**config.mk**
```make
export PLATFORM = sky130hd
export DESIGN_NAME = sram_tile_dma
export DESIGN_NICKNAME = d
export VERILOG_FILES = /design/src/rtl/sram_tile_dma.sv
export SDC_FILE = /design/constraint.sdc
export NUM_CORES = 1
export LEC_CHECK = 0
export ABC_AREA = 1
export BUFFER_PORTS_ARGS = -buffer_cell sky130_fd_sc_hd__buf_4
export CORE_ASPECT_RATIO = 0.7
export CORE_MARGIN = 3
export CORE_UTILIZATION = 50
export DETAILED_ROUTE_END_ITERATION = 10
export GPL_TIMING_DRIVEN = 1
export PLACE_DENSITY = 0.95
export SLEW_MARGIN = 40
export SYNTH_ARGS = -nofsm -noshare
export SYNTH_HDL_FRONTEND = slang
export SYNTH_SLANG_ARGS = --single-unit
```
**constraint.sdc**
```tcl
create_clock -name CLK -period 3.9 [get_ports CLK]
set_input_delay 0.585 -clock CLK [delete_from_list [all_inputs] [get_ports CLK]]
set_output_delay 0.585 -clock CLK [all_outputs]
set_load 0.03 [all_outputs]
```
**src/rtl/sram_tile_dma.sv**
```systemverilog
// ---------------------------------------------------------------------------
// sram_tile_dma
//
// Sequencer that owns every port of one single-port feature/weight SRAM.
// It runs one command at a time:
//   LOAD  : copies `count` words from the upstream stream into the SRAM,
//           starting at `base`.
//   DRAIN : streams `count` SRAM words, starting at `base`, to the downstream
//           compute array through a registered output stage.
// A command is a one-cycle `start` strobe. Completion is a one-cycle `done`
// pulse.
//
// Handshake rule for both streams: a word moves on a rising edge where
// valid and ready are both high. A producer holds valid and its data
// steady until that edge. Ready may depend combinationally on state only,
// never on the partner's valid.
//
// Ports
//   CLK, RST_N          clock, asynchronous active-low reset
//   start, mode         command strobe (IDLE only); 0 = LOAD, 1 = DRAIN
//   base, count         first address, word count (0 .. 2^A)
//   busy, done          busy in LOAD/DRAIN/DONE; done pulses in DONE
//   in_data/valid/ready upstream stream (ready only in LOAD)
//   out_data/valid/ready downstream stream (data and valid registered)
//   sram_*              SRAM address/data/write; dataOutput is a
//                       combinational read of sram_address
//   dbg_state           current FSM state (IDLE=0 LOAD=1 DRAIN=2 DONE=3)
// ---------------------------------------------------------------------------
module sram_tile_dma #(
    parameter int A = 7,
    parameter int W = 16
) (
    input  logic         CLK,
    input  logic         RST_N,
    input  logic         start,
    input  logic         mode,
    input  logic [A-1:0] base,
    input  logic [A:0]   count,
    output logic         busy,
    output logic         done,
    input  logic [W-1:0] in_data,
    input  logic         in_valid,
    output logic         in_ready,
    output logic [W-1:0] out_data,
    output logic         out_valid,
    input  logic         out_ready,
    output logic [A-1:0] sram_address,
    output logic [W-1:0] sram_dataInput,
    output logic         sram_write,
    input  logic [W-1:0] sram_dataOutput,
    output logic [1:0]   dbg_state
);

    typedef enum logic [1:0] {
        ST_IDLE  = 2'd0,
        ST_LOAD  = 2'd1,
        ST_DRAIN = 2'd2,
        ST_DONE  = 2'd3
    } state_t;

    localparam logic [A-1:0] PTR_ONE  = {{(A-1){1'b0}}, 1'b1};
    localparam logic [A:0]   REM_ZERO = '0;
    localparam logic [A:0]   REM_ONE  = {{A{1'b0}}, 1'b1};

    state_t         state_q;
    logic [A-1:0]   ptr_q;
    logic [A:0]     remaining_q;
    logic [W-1:0]   out_data_q;
    logic           out_valid_q;

    logic           load_hs;
    logic           out_loadable;

    // The output register may take a new word when it is empty or when its
    // current word leaves on this edge.
    assign out_loadable = !out_valid_q || out_ready;
    assign load_hs      = (state_q == ST_LOAD) && in_valid;

    // ------------------------------------------------------------------
    // FSM and datapath registers. The command mode is not stored
    // separately: it is fully captured by the LOAD/DRAIN state chosen at
    // `start`.
    // ------------------------------------------------------------------
    always_ff @(posedge CLK or negedge RST_N) begin
        if (!RST_N) begin
            state_q     <= ST_IDLE;
            ptr_q       <= '0;
            remaining_q <= '0;
            out_data_q  <= '0;
            out_valid_q <= 1'b0;
        end else begin
            case (state_q)
                ST_IDLE: begin
                    if (start) begin
                        ptr_q       <= base;
                        remaining_q <= count;
                        if (count == REM_ZERO) begin
                            state_q <= ST_DONE;
                        end else if (mode) begin
                            state_q <= ST_DRAIN;
                        end else begin
                            state_q <= ST_LOAD;
                        end
                    end
                end

                ST_LOAD: begin
                    if (load_hs) begin
                        ptr_q       <= ptr_q + PTR_ONE;
                        remaining_q <= remaining_q - REM_ONE;
                        if (remaining_q == REM_ONE) begin
                            state_q <= ST_DONE;
                        end
                    end
                end

                ST_DRAIN: begin
                    // The SRAM read is combinational on ptr, so the word
                    // addressed this cycle is captured on this same edge.
                    if (out_loadable) begin
                        if (remaining_q != REM_ZERO) begin
                            out_data_q  <= sram_dataOutput;
                            out_valid_q <= 1'b1;
                            ptr_q       <= ptr_q + PTR_ONE;
                            remaining_q <= remaining_q - REM_ONE;
                        end else begin
                            // Last word has been taken downstream.
                            out_valid_q <= 1'b0;
                            state_q     <= ST_DONE;
                        end
                    end
                end

                ST_DONE: begin
                    state_q <= ST_IDLE;
                end

                default: begin
                    state_q <= ST_IDLE;
                end
            endcase
        end
    end

    // ------------------------------------------------------------------
    // Outputs decoded from registered state
    // ------------------------------------------------------------------
    assign busy           = (state_q != ST_IDLE);
    assign done           = (state_q == ST_DONE);
    assign in_ready       = (state_q == ST_LOAD);
    assign out_data       = out_data_q;
    assign out_valid      = out_valid_q;
    assign sram_address   = ptr_q;
    assign sram_dataInput = in_data;
    assign sram_write     = load_hs;
    assign dbg_state      = state_q;

endmodule

```
==> results of run 1 <==
==> routing by layer <==
| metal | GRT usage | wire length [um] |
|---|---|---|
| met4 | 0.0396 | 28 |
| met1 | 0.251 | 2030 |
| met5 | 0 | 0 |
| met3 | 0.0523 | 381 |
| met2 | 0.328 | 2090 |
==> kinds of logic (layout without fill, tap and decap cells) <==
group                      Yosys count  in the layout
buffers and inverters               62            113
DFF                                 34             34
and+or+nand+nor                    135            135
muxes                                1              1
adders and majority gates            8              8
AOI/OAI and AO/OA                   46             46
==> cell type report <==
class                      count  area (um2)  area share
inverter                      39         146      0.0568
sequential                    34         851       0.330
clock inverter                 1        5.00     0.00194
timing repair buffer          66         495       0.192
clock buffer                   7        86.3      0.0335
tap                           50        62.6      0.0243
multi-input combinational    190         931       0.361
==> worst max path at each step <==
stage                 startpoint              to  slack [ns]  depth (start not counted)
finish              dbg_state[1]  remaining_q[2]        1.69                          6
floorplan           dbg_state[1]      sram_write        2.03                          4
global placement    dbg_state[0]  remaining_q[2]        1.84                          6
CTS                 dbg_state[1]  remaining_q[2]        1.70                          6
detailed placement  dbg_state[1]  remaining_q[6]        1.70                          6
global route        dbg_state[1]  remaining_q[6]        1.45                          6
==> worst reg2reg max path, cell delays in order, from the launching register on <==
cell and delay (ns):
dfrtp_1 0.43, inv_1 0.08, ha_1 0.57, clkinv_1 0.54
o31ai_1 0.38, nand2_1 0.08, nand2_1 0.07
==> registers in the layout, summed over array words and instances (netlist names) <==
| signal | flops |
|---|---|
| out_valid | 1 |
| remaining_q | 8 |
| sram_address | 7 |
| dbg_state | 2 |
| out_data | 16 |
==> layout by cell type (no fill, tap or decap) <==
cell type | synthesis | final
o31ai_1 | 3 | 3
buf_4 | 17 | 66
o21bai_1 | 3 | 3
nand2_4 | 1 | 1
dfrtp_1 | 34 | 34
ha_1 | 8 | 8
mux2i_1 | 1 | 1
inv_1 | 37 | 37
o21ai_1 | 1 | 1
o21ai_0 | 34 | 34
nand2_1 | 98 | 98
clkbuf_1 | 2 | 1
nand3_2 | 1 | 1
o21ai_2 | 2 | 1
clkbuf_8 | 0 | 6
nand3_1 | 15 | 15
clkinv_1 | 1 | 1
a21oi_1 | 2 | 2
o21ai_4 | 0 | 1
nor2_4 | 1 | 1
nand2_2 | 2 | 2
inv_2 | 1 | 1
nand4_1 | 1 | 1
clkinv_2 | 0 | 1
nor2_2 | 2 | 2
nor2_1 | 14 | 14
o22ai_1 | 1 | 1
==> where the power goes <==
| part | total [mW] | internal [mW] | switching (mW) |
|---|---|---|---|
| combinational | 1.43 | 0.497 | 0.931 |
| clock | 0.264 | 0.142 | 0.121 |
| sequential | 0.681 | 0.529 | 0.152 |
| total | 2.37 | 1.17 | 1.20 |
==> reports/qor.txt, run 1 <==
outcome: finished, final reports clean
CTS tree: built
Syn Nets: 347
GPL Wtd Cong: 0.888
Post-DP Area: 2490 um2
Pwr Total: 2.37 mW
Initial Util: 0.554
share of layout cells above drive strength 1: 0.246
htree depth: 2
cts hold-fix bufs: 0
crit-path cells: inv_1 > ha_1 > clkinv_1 > o31ai_1 > nand2_1 > nand2_1
PD cells: 921 nW/um2
DIE HEIGHT: 60.0 um
largest net degree at the start of global routing: 35
post-route ant nets: 0
max_slew headroom: 0.584
clock latency on the worst-skew pair: 0.27 ns
CP Capture Type: flip-flop
Num Clock Sinks: 34
reg2reg path depth: 6
syn_area_per_cell: 7.28 um2
nets: 397
post-synthesis mux area share: 0.00481
TNS Setup: 0 ns
max_cap viols: 0
hpwl dp: 3.56 mm
Crit path top cell by count: nand2_1
starting DRC count in detailed routing: 158
TritonCTS buffer count: 5
combinational family with the most area after synthesis: simple AND/OR/NAND/NOR gates
final setup skew: 0.00375 ns
Rows: 18
core area: 3760 um2
crit path max-delay cell type: ha_1
Worst Setup Slack, final: 1.69 ns
initial antenna violation count: 0
simple-gate area share of the yosys netlist: 0.269
Post-Syn Instances: 286
r2r setup slk: 1.69 ns
synth top area cells: dfrtp_1, nand2_1, o21ai_0, inv_1, buf_4
Mapped Area: 2080 um2
Critical Path RT: 4.11 ns
Synth Warn #: 0
post-synthesis adder-cell area fraction: 0.0481
Max stage delay on crit path: 0.57 ns
Worst-path clk slew: 0.07 ns
R2R Path End: remaining_q[2]
global-route usage over all layers: 0.192
fin. max-slew vios: 0
# fillers: 326
first-pass GRT wire length: 7.73 mm
non-filler instance count after layout: 387
register area share after synthesis: 0.409
# resized after CTS: 0
Netlist cell types: 26
Leak: 1.44 nW
Max VDD drop: 0.000521 V
CTS Root Buffer Type: clkbuf_8
diodes inserted: 0
DRC: 0
total gr overflow: 0
area leader, netlist: dfrtp_1
io pins: 99
Post-CTS Setup Bufs: 0
Crit Path Max Fanout: 19
HP Class: in -> async
final core utilization: 0.685
post-synthesis xor/xnor area fraction: 0
Worst Path Buf+Inv: 2
most common flop cell mapped by yosys: dfrtp_1
post-synthesis register bit count: 34
top-count cell post-synth: nand2_1
Layout area overhead: 23.8%
drt pass-1 iters: 4
Arr. time, crit path: 2.42 ns
reg2reg start: dbg_state[1]
RSZ-0062 raised after global routing: no
Period minus WS final: 2.21 ns
EDFF count, synth: 0
Least-Margin Pin Slew: 0.622 ns
fmax: 453 MHz
Setup Crit Path Kind: reg -> reg
startpoint type of the worst setup path: flip-flop
Post-synth top cells: nand2_1, inv_1, dfrtp_1, o21ai_0, buf_4
Top Family by Delay on Critical Path: buffers and inverters
Async S/R FF share, synth: 1.00
wire per inst: 11.7 um
compound-cell area share of the yosys netlist: 0.122
hold_ws: 0.244 ns
Yosys top cell area share: 0.409
fin crit share: 0.566
final wirelength: 4.53 mm
Vias/cell: 4.94
final setup fails: 0
Design Area, Final: 2580 um2
number of global-route vias before repair: 1764
pre-CTS setup slack: 1.70 ns
via count: 1911
Die Area: 4990 um2
clock tree buffer depth: 2
dpl cells: 379
Die Wd: 83.1 um
Port Buf Inserts: 66
Fin. Hold Viols: 0
(Power assumes the default switching activity.)
==> inputs of run 2 (changes only) <==
--- a/config.mk
+++ b/config.mk
@@ -5,14 +5,14 @@
 export SDC_FILE = /design/constraint.sdc
 export NUM_CORES = 1
 export LEC_CHECK = 0
-export ABC_AREA = 1
+export ABC_AREA = 0
 export BUFFER_PORTS_ARGS = -buffer_cell sky130_fd_sc_hd__buf_4
 export CORE_ASPECT_RATIO = 0.7
 export CORE_MARGIN = 3
-export CORE_UTILIZATION = 50
+export CORE_UTILIZATION = 47
 export DETAILED_ROUTE_END_ITERATION = 10
 export GPL_TIMING_DRIVEN = 1
-export PLACE_DENSITY = 0.95
+export PLACE_DENSITY = 0.92
 export SLEW_MARGIN = 40
 export SYNTH_ARGS = -nofsm -noshare
 export SYNTH_HDL_FRONTEND = slang
==> constraint.sdc (replaced) <==
create_clock -name CLK -period 2.19 [get_ports CLK]
set_input_delay 0.3285 -clock CLK [delete_from_list [all_inputs] [get_ports CLK]]
set_output_delay 0.3285 -clock CLK [all_outputs]
set_load 0.03 [all_outputs]
==> run 2 against run 1 <==
Net effect:
- hold slack better by 0.016 ns
- via count fell by 5.7%
- design area up 3.7%
- count of clock-buffer cells in the layout down 2
- global-route usage grew 2.0 points
- synthesized area increased by 0.72%
- clock skew up 0.0020 ns
- critical path depth shrank 2
- critical path type unchanged
- critical endpoint is now out_data[10]
==> reports/qor.txt, run 2 <==
PD cells: 1890 nW/um2
area leader, netlist: dfrtp_1
Max VDD drop: 0.00114 V
syn_area_per_cell: 10.8 um2
Max stage delay on crit path: 0.56 ns
global-route usage over all layers: 0.212
Worst Hold Depth: 2
Netlist cell types: 48
HP Class: in -> reg
max_cap viols: 0
crit path max-delay cell type: or4_4
Critical Path RT: 2.37 ns
first-pass GRT wire length: 8.42 mm
max_slew headroom: 0.582
Port Buf Inserts: 66
via count: 1803
diodes inserted: 0
GPL Wtd Cong: 0.933
register area share after synthesis: 0.406
Mapped Area: 2100 um2
Crit. path cell count: 4
Top Family by Delay on Critical Path: compound AO/OA/AOI/OAI gates
CP Capture Type: flip-flop
WL met3: 590 um
met1 wire length: 2.23 mm
io pins: 99
post-synthesis register bit count: 34
commonest non-fill, non-tap cell in the layout: buf_4
Vias/cell: 5.85
Rows: 19
initial antenna violation count: 0
Least-Margin Pin Slew: 0.624 ns
TritonCTS buffer count: 5
Async S/R FF share, synth: 1.00
Arr. time, crit path: 2.30 ns
final setup fails: 0
Synth Warn #: 0
hpwl dp: 3.84 mm
Worst-path clk slew: 0.07 ns
htree depth: 2
max reg flops: 16
Post-synth top cells: dfrtp_1, buf_4, mux2_4
Die Wd: 85.8 um
Layout area overhead: 27.4%
clock latency on the worst-skew pair: 0.29 ns
CTS tree: built
Pwr Total: 5.06 mW
Leak: 1.28 nW
Yosys top cell area share: 0.406
DIE HEIGHT: 61.9 um
Worst Path Buf+Inv: 0
core area: 4110 um2
DRC: 0
final wirelength: 5.29 mm
Post-Syn Instances: 194
Storage cell area: 851 um2
clock tree buffer depth: 2
TNS Setup: 0 ns
synth top area cells: dfrtp_1, mux2_4, buf_4, ha_1, mux2_2
Syn Nets: 255
Crit Path Max Fanout: 16
Die Area: 5310 um2
most common flop cell mapped by yosys: dfrtp_1
starting DRC count in detailed routing: 197
reg2reg path depth: 4
crit-path cells: or4_4 > o41a_4 > o21ai_4 > mux2_2
wire length on met2: 2.39 mm
number of global-route vias before repair: 1788
outcome: finished, final reports clean
Period minus WS final: 2.12 ns
highest routed layer: met4
Setup Crit Path Kind: reg -> reg
post-route ant nets: 0
startpoint type of the worst setup path: flip-flop
CTS Root Buffer Type: clkbuf_8
fin crit share: 0.970
nets: 317
wire per inst: 17.2 um
EDFF count, synth: 0
top-count cell post-synth: dfrtp_1
final setup skew: 0.00578 ns
total gr overflow: 0
share of layout cells above drive strength 1: 0.469
drt pass-1 iters: 4
Fin. Hold Viols: 0
largest net degree at the start of global routing: 35
fin. max-slew vios: 0
Initial Util: 0.510
fmax: 471 MHz
commonest cells after routing, fill and taps aside: buf_4, dfrtp_1, mux2_4
# fillers: 336
Num Clock Sinks: 34
area of the multi-input gates: 1040 um2
-- run 2: metal layers --
| layer | GRT usage | up-vias |
|---|---|---|
| met2 | 0.321 | 105 |
| met1 | 0.265 | 853 |
| met4 | 0.0993 | 0 |
| li1 | - | 837 |
| met3 | 0.0949 | 8 |
| met5 | 0 | - |
-- run 2: kinds of logic after synthesis --
| family | after synthesis | synth area share |
|---|---|---|
| AND/OR/NAND/NOR | 51 | 0.144 |
| AO/OA/AOI/OAI | 47 | 0.177 |
| buffers and inverters | 35 | 0.103 |
| flip-flops | 34 | 0.406 |
| multiplexers | 19 | 0.123 |
| adder cells (fa/ha/maj) | 8 | 0.0477 |
-- run 2: metrics by stage --
stage          utilization  cell area, um2  hold WS, ns  setup slack (ns)  std cells
4_1_cts              0.647            2660        0.252            0.0509        308
5_1_grt              0.650            2670        0.247           -0.0124        308
6_report             0.650            2670        0.260            0.0651        308
3_3_place_gp         0.626            2570        0.304             0.108        300
3_5_place_dp         0.626            2570        0.307            0.0567        300
2_1_floorplan            -            2100       0.0329            0.0172        194
-- run 2: layout make-up --
class,count,share of cell area
tap,52,0.0243
sequential,34,0.318
clock buffer,5,0.0257
multi-input combinational,125,0.390
inverter,12,0.0183
timing repair buffer,78,0.220
clock inverter,2,0.00375
-- run 2: final timing paths --
path                                    startpoint             end  slack (ns)
worst max-delay path                remaining_q[5]    out_data[10]        0.07
worst min-delay path            sram_dataOutput[8]     out_data[8]        0.26
worst max register to register      remaining_q[5]    out_data[10]        0.07
worst min register to register        out_data[12]    out_data[12]        0.51
max in group asynchronous                    RST_N    out_data[15]        1.35
min in group asynchronous                    RST_N  remaining_q[4]        0.52
-- run 2: timing repair --
| action | CTS | global route |
|---|---|---|
| gates resized for setup | 0 | 3 |
| endpoints found under the setup margin | 0 | 7 |
| hold buffers | 1 | 0 |
| hold endpoints to repair | 34 | 0 |
| buffers inserted | 0 | 0 |
-- run 2: power by group --
part	switching [mW]	leakage [nW]	internal [mW]
Combinational	1.83	0.839	1.50
Clock	0.231	0.0438	0.213
Sequential	0.312	0.398	0.973
